--- config.mk ---
export PLATFORM = sky130hd
export DESIGN_NAME = flush_bank_sequencer
export DESIGN_NICKNAME = d
export VERILOG_FILES = /design/src/rtl/flush_bank_sequencer.sv
export SDC_FILE = /design/constraint.sdc
export NUM_CORES = 1
export LEC_CHECK = 0
export ABC_CLOCK_PERIOD_IN_PS = 2000
export BUFFER_PORTS_ARGS = -buffer_cell sky130_fd_sc_hd__buf_2
export CAP_MARGIN = 15
export CORE_AREA = 4 4 41 43
export DETAILED_ROUTE_END_ITERATION = 10
export DIE_AREA = 0 0 45 47
export PLACE_DENSITY = 0.7
export SETUP_SLACK_MARGIN = 0.02
export SLEW_MARGIN = 20
export SYNTH_ARGS = -nofsm -noshare
export SYNTH_HDL_FRONTEND = slang
export SYNTH_SLANG_ARGS = --single-unit
--- constraint.sdc ---
create_clock -name clk_i -period 2 [get_ports clk_i]
set_input_delay 0.4 -clock clk_i [delete_from_list [all_inputs] [get_ports clk_i]]
set_output_delay 0.4 -clock clk_i [all_outputs]
set_load 0.05 [all_outputs]
--- src/rtl/flush_bank_sequencer.sv ---
// Multi-bank flush/clean sequencer: walks the banks selected by a mask, issuing
// back-pressured flush writes and optional clean writes, then a done/transfer handshake.
module flush_bank_sequencer #(
  parameter int TPO      = 8,
  parameter int NumBanks = 2,
  parameter bit CleanEn  = 1'b1,
  localparam int AddrWidth = (TPO > 1) ? $clog2(TPO) : 1,
  localparam int BankWidth = (NumBanks > 1) ? $clog2(NumBanks) : 1
) (
  input  logic                 clk_i,
  input  logic                 rst_ni,
  input  logic                 flush_req_i,
  input  logic [NumBanks-1:0]  bank_mask_i,
  input  logic                 flush_ready_i,
  input  logic                 transfer_output_ack_i,
  output logic [BankWidth-1:0] bank_sel_o,
  output logic [AddrWidth-1:0] reg_addr_o,
  output logic                 flush_we_o,
  output logic                 clean_we_o,
  output logic                 flush_ack_o,
  output logic                 transfer_output_req_o,
  output logic                 busy_o
);

  typedef enum logic [2:0] {
    S_IDLE, S_FLUSH, S_CLEAN, S_NEXT, S_DONE, S_WAIT
  } state_e;

  localparam logic [AddrWidth-1:0] LastAddr = AddrWidth'(TPO - 1);

  state_e               state_q, state_d;
  logic [NumBanks-1:0]  mask_q, mask_d;
  logic [BankWidth-1:0] bank_q, bank_d;
  logic [AddrWidth-1:0] addr_q, addr_d;
  logic [NumBanks-1:0]  remain;

  // Priority pick of the lowest pending bank.
  function automatic logic [BankWidth-1:0] lowest(input logic [NumBanks-1:0] m);
    logic [BankWidth-1:0] r;
    r = '0;
    for (int i = NumBanks - 1; i >= 0; i--) begin
      if (m[i]) r = BankWidth'(i);
    end
    return r;
  endfunction

  always_ff @(posedge clk_i or negedge rst_ni) begin
    if (!rst_ni) begin
      state_q <= S_IDLE;
      mask_q  <= '0;
      bank_q  <= '0;
      addr_q  <= '0;
    end else begin
      state_q <= state_d;
      mask_q  <= mask_d;
      bank_q  <= bank_d;
      addr_q  <= addr_d;
    end
  end

  always_comb begin
    state_d = state_q;
    mask_d  = mask_q;
    bank_d  = bank_q;
    addr_d  = addr_q;
    remain  = mask_q & ~(NumBanks'(1) << bank_q);
    unique case (state_q)
      S_IDLE: begin
        if (flush_req_i) begin
          mask_d = bank_mask_i;
          addr_d = '0;
          if (|bank_mask_i) begin
            bank_d  = lowest(bank_mask_i);
            state_d = S_FLUSH;
          end else begin
            state_d = S_DONE;
          end
        end
      end
      S_FLUSH: begin
        if (flush_ready_i) begin
          if (addr_q == LastAddr) begin
            addr_d  = '0;
            state_d = CleanEn ? S_CLEAN : S_NEXT;
          end else begin
            addr_d = addr_q + 1'b1;
          end
        end
      end
      S_CLEAN: begin
        if (addr_q == LastAddr) begin
          addr_d  = '0;
          state_d = S_NEXT;
        end else begin
          addr_d = addr_q + 1'b1;
        end
      end
      S_NEXT: begin
        mask_d = remain;
        addr_d = '0;
        if (|remain) begin
          bank_d  = lowest(remain);
          state_d = S_FLUSH;
        end else begin
          state_d = S_DONE;
        end
      end
      S_DONE: state_d = S_WAIT;
      S_WAIT: if (transfer_output_ack_i) state_d = S_IDLE;
      default: state_d = S_IDLE;
    endcase
  end

  always_comb begin
    bank_sel_o            = bank_q;
    reg_addr_o            = addr_q;
    flush_we_o            = (state_q == S_FLUSH);
    clean_we_o            = (state_q == S_CLEAN);
    flush_ack_o           = (state_q == S_DONE);
    transfer_output_req_o = (state_q == S_WAIT);
    busy_o                = (state_q != S_IDLE);
  end

endmodule

======== Word-level counts from Yosys, hierarchy flattened ========
Cells that the tools add are included.
storage, ports and cells
  input port bits ......................... 7
  logic and storage cells ................. 53
  register bits after elaboration ......... 9
operators by class
  bitwise gates (word level) .............. 2
  $add $sub $neg .......................... 1
  equality and inequality tests ........... 13
  shift-type cells ........................ 1
  reduce and logical (&&, ||, !) cells .... 10
  muxes and demuxes ....................... 22
operators by type and width
  operator                                                number
  two-way mux 3 bit                                       10
  case mux 3 bit (6 select lines)                         1
  case mux 3 bit (4 select lines)                         1
  inequality test 2 bit (second input constant)           5
  == test 3 bit (second input constant)                   3
  two-way mux 1 bit                                       7
  == test 3 x 2 -> 1 bit (second input constant)          2
  AND reduction 5 bit                                     1
  inequality test 2 x 1 -> 1 bit (second input constant)  2
  case mux 2 bit (2 select lines)                         1
  AND reduction 4 bit                                     1
  nonzero test 4 bit                                      1
  OR reduction 2 bit                                      2
  adder 3 x 1 -> 3 bit (second input constant)            1
  == test 3 x 1 -> 1 bit (second input constant)          1
  logical NOT 3 bit                                       1
  AND reduction 3 bit                                     1
  nonzero test 3 bit                                      1
  bitwise AND 2 bit                                       1
  two-way mux 2 bit                                       1
  inverter 2 bit                                          1
  case mux 1 bit (2 select lines)                         1
  AND reduction 2 bit                                     1
  nonzero test 2 bit                                      1
  left shift 1 x 1 -> 2 bit (first input constant)        1

======== Logic depth before layout (Yosys ltp) ========
Gate-level depths: netlist of the first run.
  word-level depth ........................ 7
  depth in mapped cells ................... 6
  mapped depth without buffers ............ 6

======== Worst setup path after synthesis of the first run ========
Ideal clock, no wire load.
  path kind ............................... reg-to-output
  start ................................... register state_q[0]
  end ..................................... output flush_ack_o
  path buffers ............................ 1
  arrival time ............................ 1.775 ns
  setup slack ............................. -0.175 ns
  cell stages (with the launch flop) ...... 3
  required time ........................... 1.600 ns
  cell sequence ........................... dfrtp_1 buf_6 nor3b_1
between the ends
  longest elaborated chain between the ends .. 1
ends and longest elaborated chain
  what                      RTL line  source
  start: declaration        31        state_e state_q, state_d;
  start signal: assignment  54        state_q <= state_d;
  == test 3 bit             119       flush_ack_o = (state_q == S_DONE);
  end: declaration          20        output logic flush_ack_o,
Every way passes these cells.

======== Final worst setup path of the first run ========
  start ................................... register state_q[2]
  end ..................................... output flush_ack_o
Same word-level chain as after synthesis.

==> summary.txt, run 1 <==
Run status
  – Outcome: finished, final reports clean

Global routing
  – GRT Total Usage: 15.0%
  – Largest net degree at the start of global routing: 18
  – Gr busiest metal: met2
  – GR Layer Usage met3: 7.66%
  – Global route overflow: 0
  – First-pass GRT wire length: between 2000 and 2500 um
  – Met1 Resource Use GR: about a fifth
  – Antenna violations before repair: 0
  – Vias in the first global route: ~530
  – M2 GR Usage: 19.8%

Yosys
  – Number of synthesized register bits: 9
  – Synth Flop Type: dfrtp_1
  – Syn Nets: 76
  – Most frequent cell after synthesis: dfrtp_1
  – Sequential element share of the synthesized area: 36.1%
  – Top cell type's share of synthesized area: 36.1%
  – Unique masters post-synth: 32
  – Leading area contributor after synthesis: dfrtp_1
  – Post-Synthesis Cells: 67
  – Netlist Area Pre-Place: 624 um2
  – Avg Cell Area, Syn: 9.32 um2
  – Dominant cells by area after synthesis: dfrtp_1, mux2i_1, nand2_1
  – Post-synth ARST share: 100%
  – Number of synthesized flops with an enable pin: 0
  – Synth warn: 0
  – Synth cell count leaders: dfrtp_1, nand2_1, nor2_1

Critical path
  – Reg2Reg Depth: 4
  – Reg-to-reg endpoint: bank_sel_o
  – CP Class: flop to output port
  – Crit path arrival time: 1.46 ns
  – Crit-path max FO: 17
  – Reg-to-reg setup timing slack: roughly 0.33 ns
  – Crit path launch type: flop
  – Worst EP required: 1.60 ns
  – CP Capture Type: output port
  – Worst flop-to-flop path startpoint: state_q[2]

Timing
  – Fmax: around 0.54 GHz
  – Slew HR: 69.0%
  – Clock skew: 0.00689 ns
  – Hold Vio Cnt, Final: 0
  – Setup_tns: 0 ns
  – Slew @ Worst Pin: about 0.47 ns
  – Period utilization: between 90% and 100%
  – Pins Over Slew Limit: 0
  – Fin crit period: 1.86 ns
  – RSZ-0062 raised after global routing: no
  – Final setup fails: 0

Worst hold path
  – Worst hold endpoint: state_q[2]
  – Hold path start: transfer_output_ack_i
  – HP Class: input port to flop
  – WHS Path Cells: 2

Floorplanning
  – Full die area: 2120 um2
  – Die Y: 47 um
  – Core Region: roughly 1300 um2
  – Num rows: 13
  – Initial Util: 48.0%
  – Die Wd: 45 um
  – Io pins: 16

Final layout
  – Layout cell share with drive strength beyond 1: 31.0%
  – Number of fill cells: 135
  – Final nets: 94
  – Area Overhead vs Synth: 17.8%
  – Final Cell Area: 736 um2
  – Antenna cells: 0

Clock tree
  – Worst-path clk slew: 0.07 ns
  – Root buffer cell: clkbuf_4
  – CTS Buffer Depth: 2
  – H-tree level count: 1
  – Clock buffer count from CTS: 3
  – CTS tree: done
  – # clock sinks: 9
  – Clk_lat worst skew: 0.26 ns

Drt
  – Final ANT Viol Nets: 0
  – Wire per inst: 13.3 um
  – Remaining routing DRC violations: 0
  – Initial drt markers: 12
  – DRT Wirelength: ~1300 um
  – Via count: 547
  – Vias/cell: 5.53
  – DRT Pass-1 Iters: 4

Pwr
  – Sw Share: a little over half
  – Pint: 0.630 mW
  – Sw Pwr: 0.688 mW
  – Logic pwr share: 59.1%
  – Pwr Density: 1790 nW/um2
  – Sequential share of power: 30.1%
  – Clock share of power: 10.8%
  – Leak Pwr: 0.367 nW
  – Worst vdd ir: 0.708 mV

Placed design
  – Port Buffers: 15
  – Hpwl dp: about 980 um
  – DP Area: 696 um2
  – Final GP Congestion: 0.828

Run
  – Max cap viols: 0
==> per-stage QoR <==
stage          instances  setup slack [ns]  utilization [%]  total power [mW]  hold slack, ns
4_1_cts               99            0.0262             56.3              1.32           0.350
5_1_grt               99            0.0330             56.5              1.42           0.347
3_5_place_dp          94             0.347             53.5              1.17           0.267
6_report              99             0.140             56.5              1.32           0.356
3_3_place_gp          94             0.362             53.5              1.16           0.267
2_1_floorplan         67             0.174                -              1.05           0.104
==> layout make-up <==
cell class / instances / area [um2] / share of cell area (%)
inverter: 3 / 11.3 / 1.53
tap: 15 / 18.8 / 2.55
timing repair buffer: 16 / 85.1 / 11.6
clock buffer: 3 / 22.5 / 3.06
sequential: 9 / 228 / 31.0
multi-input combinational: 52 / 365 / 49.7
clock inverter: 1 / 5.00 / 0.680
==> registers in the layout, indices dropped and copies added (netlist names) <==
signal,count
reg_addr_o,3
state_q,3
mask_q,2
bank_sel_o,1
==> cell families (layout without fill, tap and decap cells) <==
group | count (synthesis) | in the layout | synth area share (%)
adder cells (fa/ha/maj) | 2 | 2 | 4.01
buffers and inverters | 6 | 23 | 6.21
multiplexers | 6 | 6 | 10.6
AO/OA/AOI/OAI | 13 | 13 | 14.4
AND/OR/NAND/NOR | 30 | 30 | 27.3
XOR/XNOR | 1 | 1 | 1.40
flip-flops | 9 | 9 | 36.1
==> layout by cell type (no fill, tap or decap) <==
master          n
o21ai_1         2
nor2b_1         3
or2_2           1
buf_2          15
nand2b_1        1
a211o_1         1
ha_1            2
or2_1           1
a211oi_1        1
and3b_1         1
dfrtp_2         2
or3_1           1
nor3b_2         1
xnor2_1         1
mux2i_1         4
a22o_1          2
a2bb2oi_1       1
nor4b_2         1
o22ai_1         2
nor3_1          2
dlygate4sd3_1   1
clkbuf_4        3
inv_1           3
nand2_1         8
dfrtp_1         7
mux2_2          1
nor2_1          5
and2b_1         1
nand3b_1        3
mux2_4          1
a32o_1          1
o21ai_0         2
a21oi_1         1
clkinv_2        1
nor4_1          1
==> power by group through the flow <==
stage               logic, mW  clock network [mW]  registers [mW]
floorplan               0.628                   0           0.422
global placement        0.769                   0           0.387
detailed placement      0.778                   0           0.393
CTS                     0.784               0.150           0.389
global route            0.843               0.157           0.418
finish                  0.780               0.142           0.397
==> how the worst max path moves through the flow <==
stage,start,end,slack (ns),cells after the start
after CTS,state_q[0],flush_we_o,0.03,3
after floorplan,reg_addr_o[0],state_q[0],0.17,6
after global placement,state_q[0],bank_sel_o,0.36,4
after detailed placement,state_q[0],transfer_output_req_o,0.35,4
after global routing,state_q[1],flush_we_o,0.03,3
final,state_q[2],flush_ack_o,0.14,2
==> what timing repair did <==
item                       in CTS  in global routing
setup endpoints to repair       0                  2
hold buffers                    1                  0
hold endpoints to repair        9                  0
setup buffers                   0                  0
resized for setup               0                  2
==> critical path: stages (launching register included) <==
cell and delay, ns:
dfrtp_1 0.63, nor3b_2 0.27, buf_2 0.29
==> layer usage <==
layer / part of all wire, % / vias to the layer above
li1: - / 277
met1: 48 / 251
met2: 42 / 15
met3: 8.2 / 4
met4: 2.1 / 0
met5: 0 / -
No activity file was read; power rests on OpenSTA's default activity.
==> run 2, diff against run 1 <==
--- a/config.mk
+++ b/config.mk
@@ -11,7 +11,7 @@
 export CORE_AREA = 4 4 41 43
 export DETAILED_ROUTE_END_ITERATION = 10
 export DIE_AREA = 0 0 45 47
-export PLACE_DENSITY = 0.7
+export PLACE_DENSITY = 0.81
 export SETUP_SLACK_MARGIN = 0.02
 export SLEW_MARGIN = 20
 export SYNTH_ARGS = -nofsm -noshare
==> run 2 against run 1 <==
  * Setup slack better by 0.0076 ns
  * Final area is the same
  * Hold slack got worse by 0.028 ns
  * Sequential cell count unchanged
  * Largest cell class unchanged
  * Clock skew is 0.0044 ns lower
  * Wire length is 5.0% higher
  * Critical endpoint is now transfer_output_req_o
  * Die area unchanged
==> summary.txt, run 2 (synthesis results as in run 1) <==
Final layout
  – Layout cell share with drive strength beyond 1: between 30% and 40%
  – Number of fill cells: approximately 120
  – Footprint of the multi-input gates: 365 um2
  – Commonest non-fill, non-tap cell in the layout: buf_2
  – Util after Layout: 56.5%
  – Area Overhead vs Synth: 17.8%
  – Antenna cells: 0
  – Final nets: 94
  – Most frequent cells in the layout: buf_2, nand2_1, dfrtp_1
  – Reg area: 229 um2

Placed design
  – Dpl ws: 0.353 ns
  – Port Buffers: 15
  – Final GP Congestion: approximately 0.73
  – Hpwl dp: 1000 um

Global routing
  – Global route overflow: 0
  – GRT Total Usage: 15.2%
  – First-pass GRT wire length: 2240 um
  – Vias in the first global route: 515
  – Antenna violations before repair: 0
  – Largest net degree at the start of global routing: 18

Clock tree
  – CTS tree: done
  – Worst-path clk slew: 0.06 ns
  – # clock sinks: 9
  – Clk_lat worst skew: around 0.27 ns
  – Clock buffer count from CTS: 3
  – CTS Buffer Depth: 2
  – Root buffer cell: clkbuf_4
  – Post-CTS Repair Setup Buffers: 0
  – H-tree level count: 1

Floorplanning
  – Full die area: 2120 um2
  – Die Y: about 47 um
  – Io pins: 16
  – Num rows: 13
  – Initial Util: approximately 48%
  – Core Region: 1300 um2
  – Die Wd: 45 um

Pwr
  – Sequential share of power: 29.8%
  – Clock share of power: 11.1%
  – Sw Share: 52.4%
  – Pwr Density: 1810 nW/um2
  – Leak Pwr: 0.363 nW
  – Worst vdd ir: roughly 0.83 mV
  – Sw Pwr: 0.697 mW
  – Logic pwr share: 59.1%
  – Pint: 0.634 mW

Drt
  – Wire per inst: 14.0 um
  – Vias/cell: 5.67
  – DRT Pass-1 Iters: 4
  – Final ANT Viol Nets: 0
  – Remaining routing DRC violations: 0
  – Via count: 561
  – Initial drt markers: 16
  – DRT Wirelength: roughly 1400 um

Critical path
  – CP peak stage delay: about 0.50 ns
  – Cells along the critical path: and2b_1, nand2_1, inv_1, buf_2
  – Crit path arrival time: 1.45 ns
  – Reg-to-reg setup timing slack: 0.36 ns
  – Reg-to-reg endpoint: state_q[0]
  – Crit-path max FO: 12
  – CP endpoint: transfer_output_req_o
  – Setup crit start: state_q[1]
  – Slowest CP cell: dfrtp_2
  – Worst flop-to-flop path startpoint: reg_addr_o[0]
  – Worst EP required: 1.60 ns
  – CP Capture Type: output port
  – CP Class: flop to output port
  – Reg2Reg Depth: 6
  – Crit path launch type: flop

Timing
  – Fin crit period: between 1.5 and 2 ns
  – Hold Vio Cnt, Final: 0
  – Worst setup margin: 0.148 ns
  – Final setup fails: 0
  – Period utilization: 92.6%
  – Setup_tns: 0 ns
  – Slew @ Worst Pin: ~0.36 ns
  – RSZ-0062 raised after global routing: no
  – Pins Over Slew Limit: 0
  – Slew HR: 76.0%
  – Fmax: between 0.5 and 0.6 GHz
  – Clock skew: between 0.002 and 0.0025 ns

Worst hold path
  – HP Class: input port to flop

Run status
  – Outcome: finished, final reports clean

Run
  – Max cap viols: 0
## run 2: cell types whose count changed in the layout (fill, tap and decap cells not counted), sizes merged
cell and delta:
clkbuf +1, clkinv -1
## run 2: final cells by class
cell class	count	share of cell area, %
multi-input combinational	52	49.7
sequential	9	31.1
timing repair buffer	16	11.6
clock buffer	4	3.57
tap	15	2.55
inverter	3	1.53
## run 2: through the flow
| step | area (um2) | std cells | hold WS [ns] | power (mW) |
|---|---|---|---|---|
| after floorplan | 629 | 67 | 0.104 | 1.05 |
| after global placement | 696 | 94 | 0.264 | 1.15 |
| after detailed placement | 696 | 94 | 0.264 | 1.17 |
| after CTS | 732 | 99 | 0.332 | 1.33 |
| after global routing | 736 | 99 | 0.359 | 1.43 |
| final | 736 | 99 | 0.328 | 1.33 |
## run 2: metal layers
metal  part of all wire, %  wire, um  track usage, %  up-vias
met4                   2.5        35            10.5        0
li1                      -         -               -      274
met3                   5.5        76            3.45        5
met5                     0         0               0        -
met2                    49       677            24.0       19
met1                    43       593            18.4      263
## run 2: critical path: cells and delay by family, from the launching register on
family | cells | cell delay, ns
simple gates | 2 | 0.37
buf+inv | 2 | 0.31
flops | 1 | 0.50
## run 2: how the worst min path moves through the flow
stage	start	to	slack, ns	cells past startpoint
2_1_floorplan	rst_ni	bank_sel_o	0.10	0
3_3_place_gp	rst_ni	mask_q[1]	0.26	1
5_1_grt	transfer_output_ack_i	state_q[2]	0.36	2
3_5_place_dp	rst_ni	mask_q[0]	0.26	1
4_1_cts	transfer_output_ack_i	state_q[2]	0.33	2
6_report	transfer_output_ack_i	state_q[2]	0.33	2
## run 2: timing repair
action,4_1_cts,5_1_grt
hold buffers,1,0
resized for setup,0,3
setup endpoints to repair,0,4
endpoints found under the hold margin,9,0
## run 2: power groups by stage
stage / sequential (mW) / clock, mW / combinational [mW]
after global routing: 0.417 / 0.158 / 0.851
after detailed placement: 0.390 / 0 / 0.776
after CTS: 0.388 / 0.148 / 0.790
after global placement: 0.381 / 0 / 0.766
after floorplan: 0.422 / 0 / 0.628
final: 0.397 / 0.148 / 0.786
==> run 3, diff against run 2 <==
--- a/config.mk
+++ b/config.mk
@@ -12,6 +12,7 @@
 export DETAILED_ROUTE_END_ITERATION = 10
 export DIE_AREA = 0 0 45 47
 export PLACE_DENSITY = 0.81
+export RECOVER_POWER = 50
 export SETUP_SLACK_MARGIN = 0.02
 export SLEW_MARGIN = 20
 export SYNTH_ARGS = -nofsm -noshare
==> run 3 against run 2 <==
  * Clock skew barely moved
  * First-iteration DRC count did not move
  * Core utilization fell by 0.38 points
  * Combinational power fell by 0.8%
  * Via count rose by 0.71%
  * Sequential cell count did not move
  * Clock power barely moved
  * Maximum frequency barely moved
  * Largest cell class unchanged
  * Critical path type unchanged
  * Cell count did not move
  * Sequential power barely moved
  * Critical path depth did not move
==> summary.txt, run 3 (synthesis results as in run 1) <==
Clock tree
  – H-tree level count: 1
  – CTS tree: done
  – CTS Buffer Depth: 2
  – Root buffer cell: clkbuf_4
  – Worst-path clk slew: 0.06 ns
  – Clock buffer count from CTS: 3
  – Clk_lat worst skew: 0.27 ns
  – # clock sinks: 9

Drt
  – DRT Wirelength: 1380 um
  – Remaining routing DRC violations: 0
  – Vias/cell: 5.71
  – Final ANT Viol Nets: 0
  – Initial drt markers: 16
  – Wire per inst: between 10 and 15 um
  – Via count: 565
  – DRT Pass-1 Iters: 4

Timing
  – Hold Vio Cnt, Final: 0
  – Slew @ Worst Pin: 0.595 ns
  – Clock skew: 0.00246 ns
  – Worst setup margin: 0.148 ns
  – Pins Over Slew Limit: 0
  – Slew HR: 60.5%
  – Setup_tns: 0 ns
  – Fmax: 0.540 GHz
  – RSZ-0062 raised after global routing: no
  – Period utilization: about 93%
  – Final setup fails: 0
  – Fin crit period: 1.85 ns

Placed design
  – Dpl ws: 0.353 ns
  – Final GP Congestion: between 0.7 and 0.8
  – Hpwl dp: approximately 1000 um
  – Port Buffers: 15
  – Post-Place Cells: between 90 and 100

Floorplanning
  – Full die area: 2120 um2
  – Initial Util: 48.0%
  – Die Y: 47 um
  – Core Region: 1300 um2
  – Num rows: 13
  – Die Wd: about 45 um
  – Io pins: 16

Final layout
  – Commonest non-fill, non-tap cell in the layout: buf_2
  – Most frequent cells in the layout: buf_2, nand2_1, dfrtp_1
  – Layout cell share with drive strength beyond 1: 26.2%
  – Footprint of the multi-input gates: 365 um2
  – Final nets: 94
  – Layout Cells excl Fill: 99
  – Antenna cells: 0
  – Number of fill cells: 123
  – Area Overhead vs Synth: 17.0%
  – Reg area: about 230 um2

Run
  – Max cap viols: 0

Global routing
  – First-pass GRT wire length: 2240 um
  – Vias in the first global route: a little over 500
  – Antenna violations before repair: 0
  – Global route overflow: 0
  – Largest net degree at the start of global routing: 18
  – GRT Total Usage: between 10% and 20%

Critical path
  – Slowest CP cell: dfrtp_2
  – Critical path's top delay family: flip-flops
  – CP peak stage delay: 0.50 ns
  – CP Capture Type: output port
  – Cells along the critical path: and2b_1, nand2_1, inv_1, buf_2
  – Crit path launch type: flop
  – Crit path arrival time: 1.45 ns
  – CP Class: flop to output port
  – Worst Path Buf+Inv: 2
  – Worst EP required: roughly 1.6 ns
  – Crit-path max FO: 12

Pwr
  – Worst vdd ir: between 0.8 and 0.9 mV
  – Leak Pwr: 0.348 nW
  – Pwr Density: 1810 nW/um2

Run status
  – Outcome: finished, final reports clean

Worst hold path
  – HP Class: input port to flop
==> run 3: what timing repair did <==
action                     CTS  global route
gates resized for setup      0             3
setup buffers                0             0
hold endpoints to repair     9             0
hold buffers                 1             0
setup endpoints to repair    0             4
==> run 3: metrics by stage <==
stage               power (mW)  cell area (um2)  utilization (%)  hold slack, ns
finish                    1.33              731             56.2           0.328
global route              1.42              731             56.2           0.359
floorplan                 1.05              629                -           0.104
detailed placement        1.17              696             53.5           0.264
CTS                       1.33              732             56.3           0.332
global placement          1.15              696             53.5           0.264
==> run 3: area by class of cell <==
type / count / area share [%]
well taps: 15 / 2.57
inverters: 3 / 1.54
flip-flops and latches: 9 / 31.3
clock buffers: 4 / 3.60
repair buffers: 16 / 11.0
multi-input cells: 52 / 50.0
==> run 3: routing by layer <==
layer  vias to the layer above  routed length [um]  GRT usage (%)
met5                         -                   0              0
met4                         0                  35           10.5
met3                         5                  83           3.45
met2                        19                 675           24.0
met1                       266                 590           18.4
li1                        275                   -              -
==> run 3: path summary, 6_finish.rpt <==
check | start | endpoint | slack (ns) | cells past startpoint
max | state_q[1] | transfer_output_req_o | 0.15 | 4
min | transfer_output_ack_i | state_q[2] | 0.33 | 2
max reg2reg | reg_addr_o[0] | state_q[0] | 0.35 | 6
min reg2reg | mask_q[0] | mask_q[0] | 0.51 | 1
max in group asynchronous | rst_ni | state_q[2] | 1.03 | 2
min in group asynchronous | rst_ni | mask_q[0] | 0.61 | 2
==> run 3: where the power goes <==
part	total (mW)	internal [mW]	switching, mW	leakage (nW)
registers	0.398	0.261	0.137	0.113
clock network	0.148	0.0773	0.0702	0.0150
logic	0.780	0.289	0.491	0.221
total	1.33	0.628	0.698	0.348
